### config.mk
export PLATFORM = sky130hd
export DESIGN_NAME = rvvi_tx_arbiter
export DESIGN_NICKNAME = d
export VERILOG_FILES = /design/src/rtl/rvvi_tx_arbiter_pkg.sv /design/src/rtl/rvvi_tx_arbiter_framewatchdog.sv /design/src/rtl/rvvi_tx_arbiter.sv
export SDC_FILE = /design/constraint.sdc
export NUM_CORES = 1
export LEC_CHECK = 0
export BUFFER_PORTS_ARGS = -buffer_cell sky130_fd_sc_hd__buf_2
export CELL_PAD_IN_SITES_DETAIL_PLACEMENT = 1
export CELL_PAD_IN_SITES_GLOBAL_PLACEMENT = 2
export CORE_MARGIN = 2
export CORE_UTILIZATION = 25
export CTS_CLUSTER_SIZE = 8
export DETAILED_ROUTE_END_ITERATION = 10
export PLACE_DENSITY_LB_ADDON = 0.1
export SYNTH_ARGS = -nofsm -noshare
export SYNTH_HDL_FRONTEND = slang
export SYNTH_SLANG_ARGS = --single-unit
export TNS_END_PERCENT = 100
### constraint.sdc
create_clock -name clk -period 2.2 [get_ports clk]
set_input_delay 0.44 -clock clk [delete_from_list [all_inputs] [get_ports clk]]
set_output_delay 0.44 -clock clk [all_outputs]
set_load 0.01 [all_outputs]
### src/rtl/rvvi_tx_arbiter_pkg.sv
// Shared definitions for RVVI stream blocks: arbiter state encoding and the
// fixed contents of the beat that terminates an aborted frame.
package cvw;

  typedef enum logic [2:0] {
    ST_IDLE,
    ST_GRANT0,
    ST_GRANT1,
    ST_ABORT,
    ST_GAP
  } arb_state_t;

  // Aborted frames end with one zero-data beat flagged bad on tuser.
  localparam logic [1023:0] ABORT_DATA  = '0;
  localparam logic          ABORT_TUSER = 1'b1;

endpackage

### src/rtl/rvvi_tx_arbiter_framewatchdog.sv
// Stall counter: counts enabled cycles, and flags expiry on the TIMEOUT-th
// consecutive enabled cycle. Clear wins over enable.
module framewatchdog #(
  parameter int unsigned TIMEOUT = 1024
) (
  input  logic clk,
  input  logic reset,
  input  logic clr,
  input  logic en,
  output logic expired
);

  localparam int unsigned CW = $clog2(TIMEOUT + 1);
  localparam logic [CW-1:0] LIM = CW'(TIMEOUT - 1);

  logic [CW-1:0] cnt;

  always_ff @(posedge clk) begin
    if (reset || clr)            cnt <= '0;
    else if (en && (cnt != LIM)) cnt <= cnt + CW'(1);
  end

  assign expired = en && (cnt == LIM);

endmodule

### src/rtl/rvvi_tx_arbiter.sv
// Frame-atomic arbiter sharing the MAC TX AXI-stream between trace (S0) and
// host-control (S1) frames, with burst limiting, throttle, gap and stall abort.
module rvvi_tx_arbiter
  import cvw::*;
#(
  parameter int unsigned DATA_WIDTH     = 32,
  parameter int unsigned GAP_CYCLES     = 2,
  parameter int unsigned MAX_CTRL_BURST = 4,
  parameter int unsigned STALL_TIMEOUT  = 1024
) (
  input  logic                    clk,
  input  logic                    reset,
  input  logic [DATA_WIDTH-1:0]   S0Tdata,
  input  logic [DATA_WIDTH/8-1:0] S0Tkeep,
  input  logic                    S0Tvalid,
  input  logic                    S0Tlast,
  output logic                    S0Tready,
  input  logic [DATA_WIDTH-1:0]   S1Tdata,
  input  logic [DATA_WIDTH/8-1:0] S1Tkeep,
  input  logic                    S1Tvalid,
  input  logic                    S1Tlast,
  output logic                    S1Tready,
  output logic [DATA_WIDTH-1:0]   MTdata,
  output logic [DATA_WIDTH/8-1:0] MTkeep,
  output logic                    MTvalid,
  output logic                    MTlast,
  output logic                    MTuser,
  input  logic                    MTready,
  input  logic                    Throttle,
  output logic [1:0]              Grant,
  output logic                    AbortPulse,
  output logic [15:0]             FrameCount0,
  output logic [15:0]             FrameCount1
);

  localparam int unsigned BW = $clog2(MAX_CTRL_BURST + 1);
  localparam int unsigned GW = (GAP_CYCLES > 1) ? $clog2(GAP_CYCLES) : 1;
  localparam logic [BW-1:0] BURST_MAX = BW'(MAX_CTRL_BURST);
  localparam logic [GW-1:0] GAP_LAST  = GW'((GAP_CYCLES > 0) ? GAP_CYCLES - 1 : 0);
  localparam arb_state_t POST_FRAME   = (GAP_CYCLES == 0) ? ST_IDLE : ST_GAP;

  arb_state_t    state;
  logic          src1;
  logic [BW-1:0] burst;
  logic [GW-1:0] gap_cnt;
  logic          drain0, drain1;
  logic          s0_elig, s1_req, wd_en, wd_expired, frame_close;

  assign s0_elig = S0Tvalid && !Throttle && !drain0;
  assign s1_req  = S1Tvalid && !drain1;
  assign wd_en   = ((state == ST_GRANT0) && !S0Tvalid) ||
                   ((state == ST_GRANT1) && !S1Tvalid);

  framewatchdog #(.TIMEOUT(STALL_TIMEOUT)) u_wd (
    .clk     (clk),
    .reset   (reset),
    .clr     (!wd_en),
    .en      (wd_en),
    .expired (wd_expired)
  );

  // Data path is pure pass-through; a draining source is always accepted.
  always_comb begin
    MTdata     = '0;
    MTkeep     = '0;
    MTvalid    = 1'b0;
    MTlast     = 1'b0;
    MTuser     = 1'b0;
    S0Tready   = drain0;
    S1Tready   = drain1;
    AbortPulse = 1'b0;
    case (state)
      ST_GRANT0: begin
        MTdata   = S0Tdata;
        MTkeep   = S0Tkeep;
        MTvalid  = S0Tvalid;
        MTlast   = S0Tlast;
        S0Tready = MTready;
      end
      ST_GRANT1: begin
        MTdata   = S1Tdata;
        MTkeep   = S1Tkeep;
        MTvalid  = S1Tvalid;
        MTlast   = S1Tlast;
        S1Tready = MTready;
      end
      ST_ABORT: begin
        MTdata     = ABORT_DATA[DATA_WIDTH-1:0];
        MTkeep     = '1;
        MTvalid    = 1'b1;
        MTlast     = 1'b1;
        MTuser     = ABORT_TUSER;
        AbortPulse = MTready;
      end
      default: ;
    endcase
  end

  assign frame_close = (((state == ST_GRANT0) || (state == ST_GRANT1)) &&
                        MTvalid && MTready && MTlast) ||
                       ((state == ST_ABORT) && MTready);

  always_ff @(posedge clk) begin
    if (reset) begin
      state       <= ST_IDLE;
      src1        <= 1'b0;
      Grant       <= 2'b00;
      burst       <= '0;
      gap_cnt     <= '0;
      drain0      <= 1'b0;
      drain1      <= 1'b0;
      FrameCount0 <= '0;
      FrameCount1 <= '0;
    end else begin
      if (drain0 && S0Tvalid && S0Tlast) drain0 <= 1'b0;
      if (drain1 && S1Tvalid && S1Tlast) drain1 <= 1'b0;
      case (state)
        ST_IDLE: begin
          if (s1_req && ((burst < BURST_MAX) || !s0_elig)) begin
            state <= ST_GRANT1;
            src1  <= 1'b1;
            Grant <= 2'b10;
          end else if (s0_elig) begin
            state <= ST_GRANT0;
            src1  <= 1'b0;
            Grant <= 2'b01;
          end
        end
        ST_GRANT0, ST_GRANT1: if (wd_expired) state <= ST_ABORT;
        ST_GAP: begin
          if (gap_cnt == GAP_LAST) state <= ST_IDLE;
          else                     gap_cnt <= gap_cnt + GW'(1);
        end
        default: ;
      endcase
      // Aborted frames count as completed for both counters and burst limit.
      if (frame_close) begin
        state   <= POST_FRAME;
        Grant   <= 2'b00;
        gap_cnt <= '0;
        if (src1) begin
          FrameCount1 <= FrameCount1 + 16'd1;
          if (s0_elig && (burst < BURST_MAX)) burst <= burst + BW'(1);
        end else begin
          FrameCount0 <= FrameCount0 + 16'd1;
          burst       <= '0;
        end
      end
      if ((state == ST_ABORT) && MTready) begin
        if (src1) drain1 <= 1'b1;
        else      drain0 <= 1'b1;
      end
    end
  end

endmodule

After elaboration in Yosys (flattened, before gate mapping)

Index checks and enable logic that the tools add are counted.

Flip-flop bits (word level): 55
Latch bits: 0
RAM bits: 0
ROM bits: 0
Input port bits: 80
Output and inout bits: 76
Word-level logic and storage cells: 99
Memories kept: 0

$add $sub $neg: 5
$mul: 0
Divide/modulo/power cells: 0
$lt $le $gt $ge: 1
Equality and inequality tests: 13
Shift operators: 0
Mux-type cells: 27
Bitwise gates (word level): 1
Reductions and logical operators: 41

Operators by type and width:

| kind                                                                       | number |
|---|---|
| 32-bit case mux with 2 select lines                                        | 1 |
| 16-bit by 1-bit adder with 16-bit output (second input constant)           | 2 |
| 3-bit two-way mux                                                          | 7 |
| 1-bit logical AND                                                          | 17 |
| 1-bit two-way mux                                                          | 13 |
| 4-bit case mux with 3 select lines                                         | 1 |
| 11-bit by 1-bit adder with 11-bit output (second input constant)           | 1 |
| 11-bit by 10-bit equality test with 1-bit output (second input constant)   | 1 |
| 11-bit by 10-bit inequality test with 1-bit output (second input constant) | 1 |
| 3-bit case mux with 3 select lines                                         | 1 |
| 2-bit AND reduction                                                        | 4 |
| 4-bit AND reduction                                                        | 2 |
| 1-bit zero test                                                            | 7 |
| 3-bit by 2-bit equality test with 1-bit output (second input constant)     | 2 |
| 3-bit inequality test (second input constant)                              | 2 |
| 1-bit case mux with 3 select lines                                         | 2 |
| 1-bit logical OR                                                           | 5 |
| 2-bit two-way mux                                                          | 2 |
| 2-bit by 1-bit inequality test with 1-bit output (second input constant)   | 2 |
| 4-bit inequality test (second input constant)                              | 1 |
| 4-bit nonzero test                                                         | 1 |
| 2-bit OR reduction                                                         | 2 |
| 3-bit by 1-bit adder with 3-bit output (second input constant)             | 1 |
| 3-bit by 1-bit equality test with 1-bit output (second input constant)     | 1 |
| other kinds (9)                                                            | 9 |

Longest topological paths before layout

Word-level depth: 9
Gate-level depth with buffers: 7
Depth with buffers taken out: 6

Hierarchy

Synthesis repeated with hierarchy kept, for this count alone.

Cells, all modules: 384
Area total of the unflattened synthesis: 3,179.3 sq um

By module, submodules not included:

| module          | instances | cells an instance | area each (sq um) | sequential area each (sq um) |
|---|---|---|---|---|
| rvvi_tx_arbiter | 1         | 310               | 2,538.7           | 880.8 |
| framewatchdog   | 1         | 74                | 640.6             | 220.2 |

Worst setup path after synthesis

OpenSTA, ideal clock, no wires.

Kind: register to output
Start point: register state[1]
End point: output MTdata[10]
Arrival: 1.442 ns
Required time: 1.760 ns
Slack: 0.318 ns
Cell stages (with the launch flop): 7
Path buffers: 3
Cells stage by stage: dfxtp_1 -> clkbuf_1 -> nor2_1 -> and2_1 -> clkbuf_1 -> clkbuf_1 -> a22o_1

Cells in the longest elaborated chain, start to end: 2
Elaborated cells on any way between the ends: 3
Those cells by class: eq/ne (2); mux (1)

RTL lines:

| what                                                                                                                    | line                   | source |
|---|---|---|
| start: declaration                                                                                                      | rvvi_tx_arbiter.sv:42  | `arb_state_t state;` |
| start signal: assignment                                                                                                | rvvi_tx_arbiter.sv:105 | `state <= ST_IDLE;` |
| start signal: assignment                                                                                                | rvvi_tx_arbiter.sv:120 | `state <= ST_GRANT1;` |
| start signal: assignment                                                                                                | rvvi_tx_arbiter.sv:124 | `state <= ST_GRANT0;` |
| 3-bit by 2-bit equality test with 1-bit output / 3-bit by 1-bit equality test with 1-bit output (equally long branches) | rvvi_tx_arbiter.sv:72  | `case (state)` |
| 32-bit case mux with 2 select lines *                                                                                   | rvvi_tx_arbiter.sv:72  |  |
| end: declaration                                                                                                        | rvvi_tx_arbiter.sv:23  | `output logic [DATA_WIDTH-1:0] MTdata,` |

Mark *: on every way between the ends. The rest lies on a longest branch, timed or not.

Worst setup path after layout

Start point: register state[2]
End point: output MTdata[16]

Same word-level chain as after synthesis.

==> impl_metrics.py <==
metrics = {
    "clock_network": {
        "ctsResizeCount": 2,
        "clkSinkCount": 55,
        "h-tree-depth": 2,
        "cts_tree": "yes",
        "cts_root_buf": "clkbuf_16",
        "clock_path_buffers": 2,
        "clk_latency_ns": 0.29,
        "postCtsSetupBuffers": 0,
        "clk_pin_slew_ns": 0.07,
        "cts_inserted_buffers": 5,
        "hold_buffers": 0,
    },
    "timing": {
        "fmax_mhz": 477,
        "relSlewSlack": 0.608,
        "finalSetupTns_ns": 0,
        "worst_slack_ns": 0.104,
        "hold_violations": 0,
        "fin_crit_sh": 0.953,
        "rsz0062_at_grt": "false",
        "slew_violations": 0,
        "worst_clock_skew_ns": 0.00408,
        "tightest_slew_ns": 0.583,
        "period_needed_ns": 2.10,
        "setup_viol": 0,
    },
    "yosys": {
        "yosysUniqueCellTypes": 46,
        "async_reset_ff_frac": 0,
        "synthCells": 386,
        "synth_flop_cell": "dfxtp_1",
        "syn_nets": 470,
        "yosysTopAreaCellShare": 0.351,
        "synthTopCellsByArea": "dfxtp_1 (35%), a22o_1 (8.9%), a21oi_1 (6.7%), or4_1 (4.3%), nand2_1 (4.2%)",
        "syn_area_mm2": 0.00314,
        "ys_seq_area_frac": 0.351,
        "yosys_warnings": 0,
        "synth_area_per_cell_um2": 8.13,
        "yosysTopAreaCell": "dfxtp_1",
        "synth_edf_count": 0,
        "ys_seq_elements": 55,
    },
    "grt": {
        "grt_pass1_vias": 3406,
        "grt_antenna_before_repair": 0,
        "grt_first_pass_wirelength_um": 16900,
        "grt_max_degree": 33,
        "grtUsageTotal": 0.157,
        "overflow": 0,
    },
    "route": {
        "met1_length_um": 4740,
        "via_count": 3471,
        "dr.pass1.iters": 4,
        "routedWlPerCell_um": 15.7,
        "top_layer_used": "met4",
        "detail-route-antenna-nets": 0,
        "dr_wl_met2_um": 5450,
        "drcViolationCount": 0,
        "drtIter0Drc": 110,
        "via_per_inst": 4.93,
        "route.met3.wl_um": 704,
        "wl_um": 11000,
    },
    "layout": {
        "drive_above_1_share": 0.362,
        "nets": 621,
        "diodes": 0,
        "final_cell_mix": "buf_2 (155), dfxtp_1 (52), a21oi_1 (42)",
        "area_delta_synth_final_pct": 37.1,
        "layout_commonest_cell": "buf_2",
        "fin_cells": 704,
    },
    "critical_path": {
        "crit_path_start_kind": "register",
        "required_ns": 1.76,
        "end_kind": "output pin",
        "crit_path_max_fanout": 22,
        "critPathArrivalTime_ns": 1.66,
        "critical_path_class": "register to output pin",
    },
    "pwr": {
        "powerDensity_mw_per_mm2": 507,
        "switching_share": 0.262,
        "p_int_w": 0.00161,
        "clock_power_share": 0.347,
        "power_frac_comb": 0.183,
        "seqPwrFrac": 0.470,
        "p_leak_nw": 1.85,
        "switching_power_w": 0.000572,
        "ir_worst_vdd_uv": 305,
    },
    "worst_hold_path": {
        "hold_class": "register to register",
    },
    "status": {
        "outcome": "complete, no violations",
    },
    "placement": {
        "io_buffers": 155,
        "dp.cells": 698,
        "dp_hpwl_um": 8650,
        "routabilityCongestion": 0.740,
        "dp_slack_ns": 0.127,
    },
    "die": {
        "num_rows": 40,
        "start_util": 0.259,
        "io_pins": 156,
        "die_w_um": 116,
        "core-area_mm2": 0.0121,
        "die_h_um": 116,
        "die_area_mm2": 0.0135,
    },
    "run": {
        "maxCapViolCount": 0,
    },
}
[power groups by stage]
stage | logic [W] | registers (W) | clock network [W]
final | 0.000399 | 0.00103 | 0.000757
after global routing | 0.000440 | 0.00103 | 0.000833
after CTS | 0.000404 | 0.00102 | 0.000799
after detailed placement | 0.000403 | 0.00105 | 0
after global placement | 0.000399 | 0.00105 | 0
after floorplan | 0.000208 | 0.00104 | 0
[per-layer routing]
metal | vias to the layer above | track usage
met1 | 1631 | 0.192
met4 | 0 | 0.0405
li1 | 1734 | -
met3 | 8 | 0.0319
met2 | 98 | 0.282
met5 | - | 0
[worst paths after layout]
kind | start | end | slack, ns | cells after the start
setup / recovery | state[2] | MTdata[16] | 0.10 | 5
hold / removal | Grant[1] | Grant[1] | 0.47 | 2
setup reg to reg | src1 | FrameCount0[6] | 0.23 | 5
hold reg to reg | Grant[1] | Grant[1] | 0.47 | 2
[layout make-up]
cell class | instances | area, µm²
Fill cell | 1523 | 7810
Multi-Input combinational cell | 297 | 1890
Sequential cell | 55 | 1110
Timing Repair Buffer | 172 | 941
Tap cell | 168 | 210
Clock buffer | 6 | 129
Inverter | 6 | 22.5
[synthesized netlist by cell type (3+ instances only)]
cell type	instances
ha_1	4
xor2_1	5
mux2_2	5
and3_1	6
o31ai_1	16
a21oi_1	42
nor2b_1	5
inv_1	6
nor4_1	3
dfxtp_1	55
nor2_1	25
xnor2_1	5
a22o_1	32
nand2_1	35
nand3_1	16
nor3_1	5
nand4_1	10
o21ai_0	16
or3_1	13
clkbuf_1	18
buf_2	4
nand2b_1	5
nor3b_1	5
and4_1	3
buf_4	3
or4_1	18
[critical path, cell delays in order (launching register included)]
cell and delay (ns):
dfxtp_2 0.44, nor2_1 0.09, and2_1 0.20, buf_4 0.22, a22o_1 0.28, buf_2 0.15
[kinds of logic (layout without fill, tap and decap cells)]
logic type      count (synthesis)  in the layout  synth area share
buf+inv                        34            184            0.0506
mux                             7              7            0.0243
flops                          55             55             0.351
xor+xnor                       10             10            0.0279
compound gates                118            118             0.255
simple gates                  158            158             0.275
fa+ha+maj                       4              4            0.0159
[per-stage QoR]
stage	area, µm²	hold slack (ns)	total power, W	util
after global routing	4300	0.500	0.00230	0.355
after detailed placement	4160	0.455	0.00145	0.343
after floorplan	3140	0.437	0.00125	-
after global placement	4160	0.448	0.00145	0.343
final	4300	0.466	0.00218	0.355
after CTS	4290	0.465	0.00223	0.354
[state kept, by name (all words and copies together), names as in the netlist]
register,flops
FrameCount1,16
burst,3
FrameCount0,16
drain1,1
Grant,2
src1,1
state,3
gap_cnt,1
drain0,1
u_wd.cnt,11
Power figures use the tool's default switching activity.
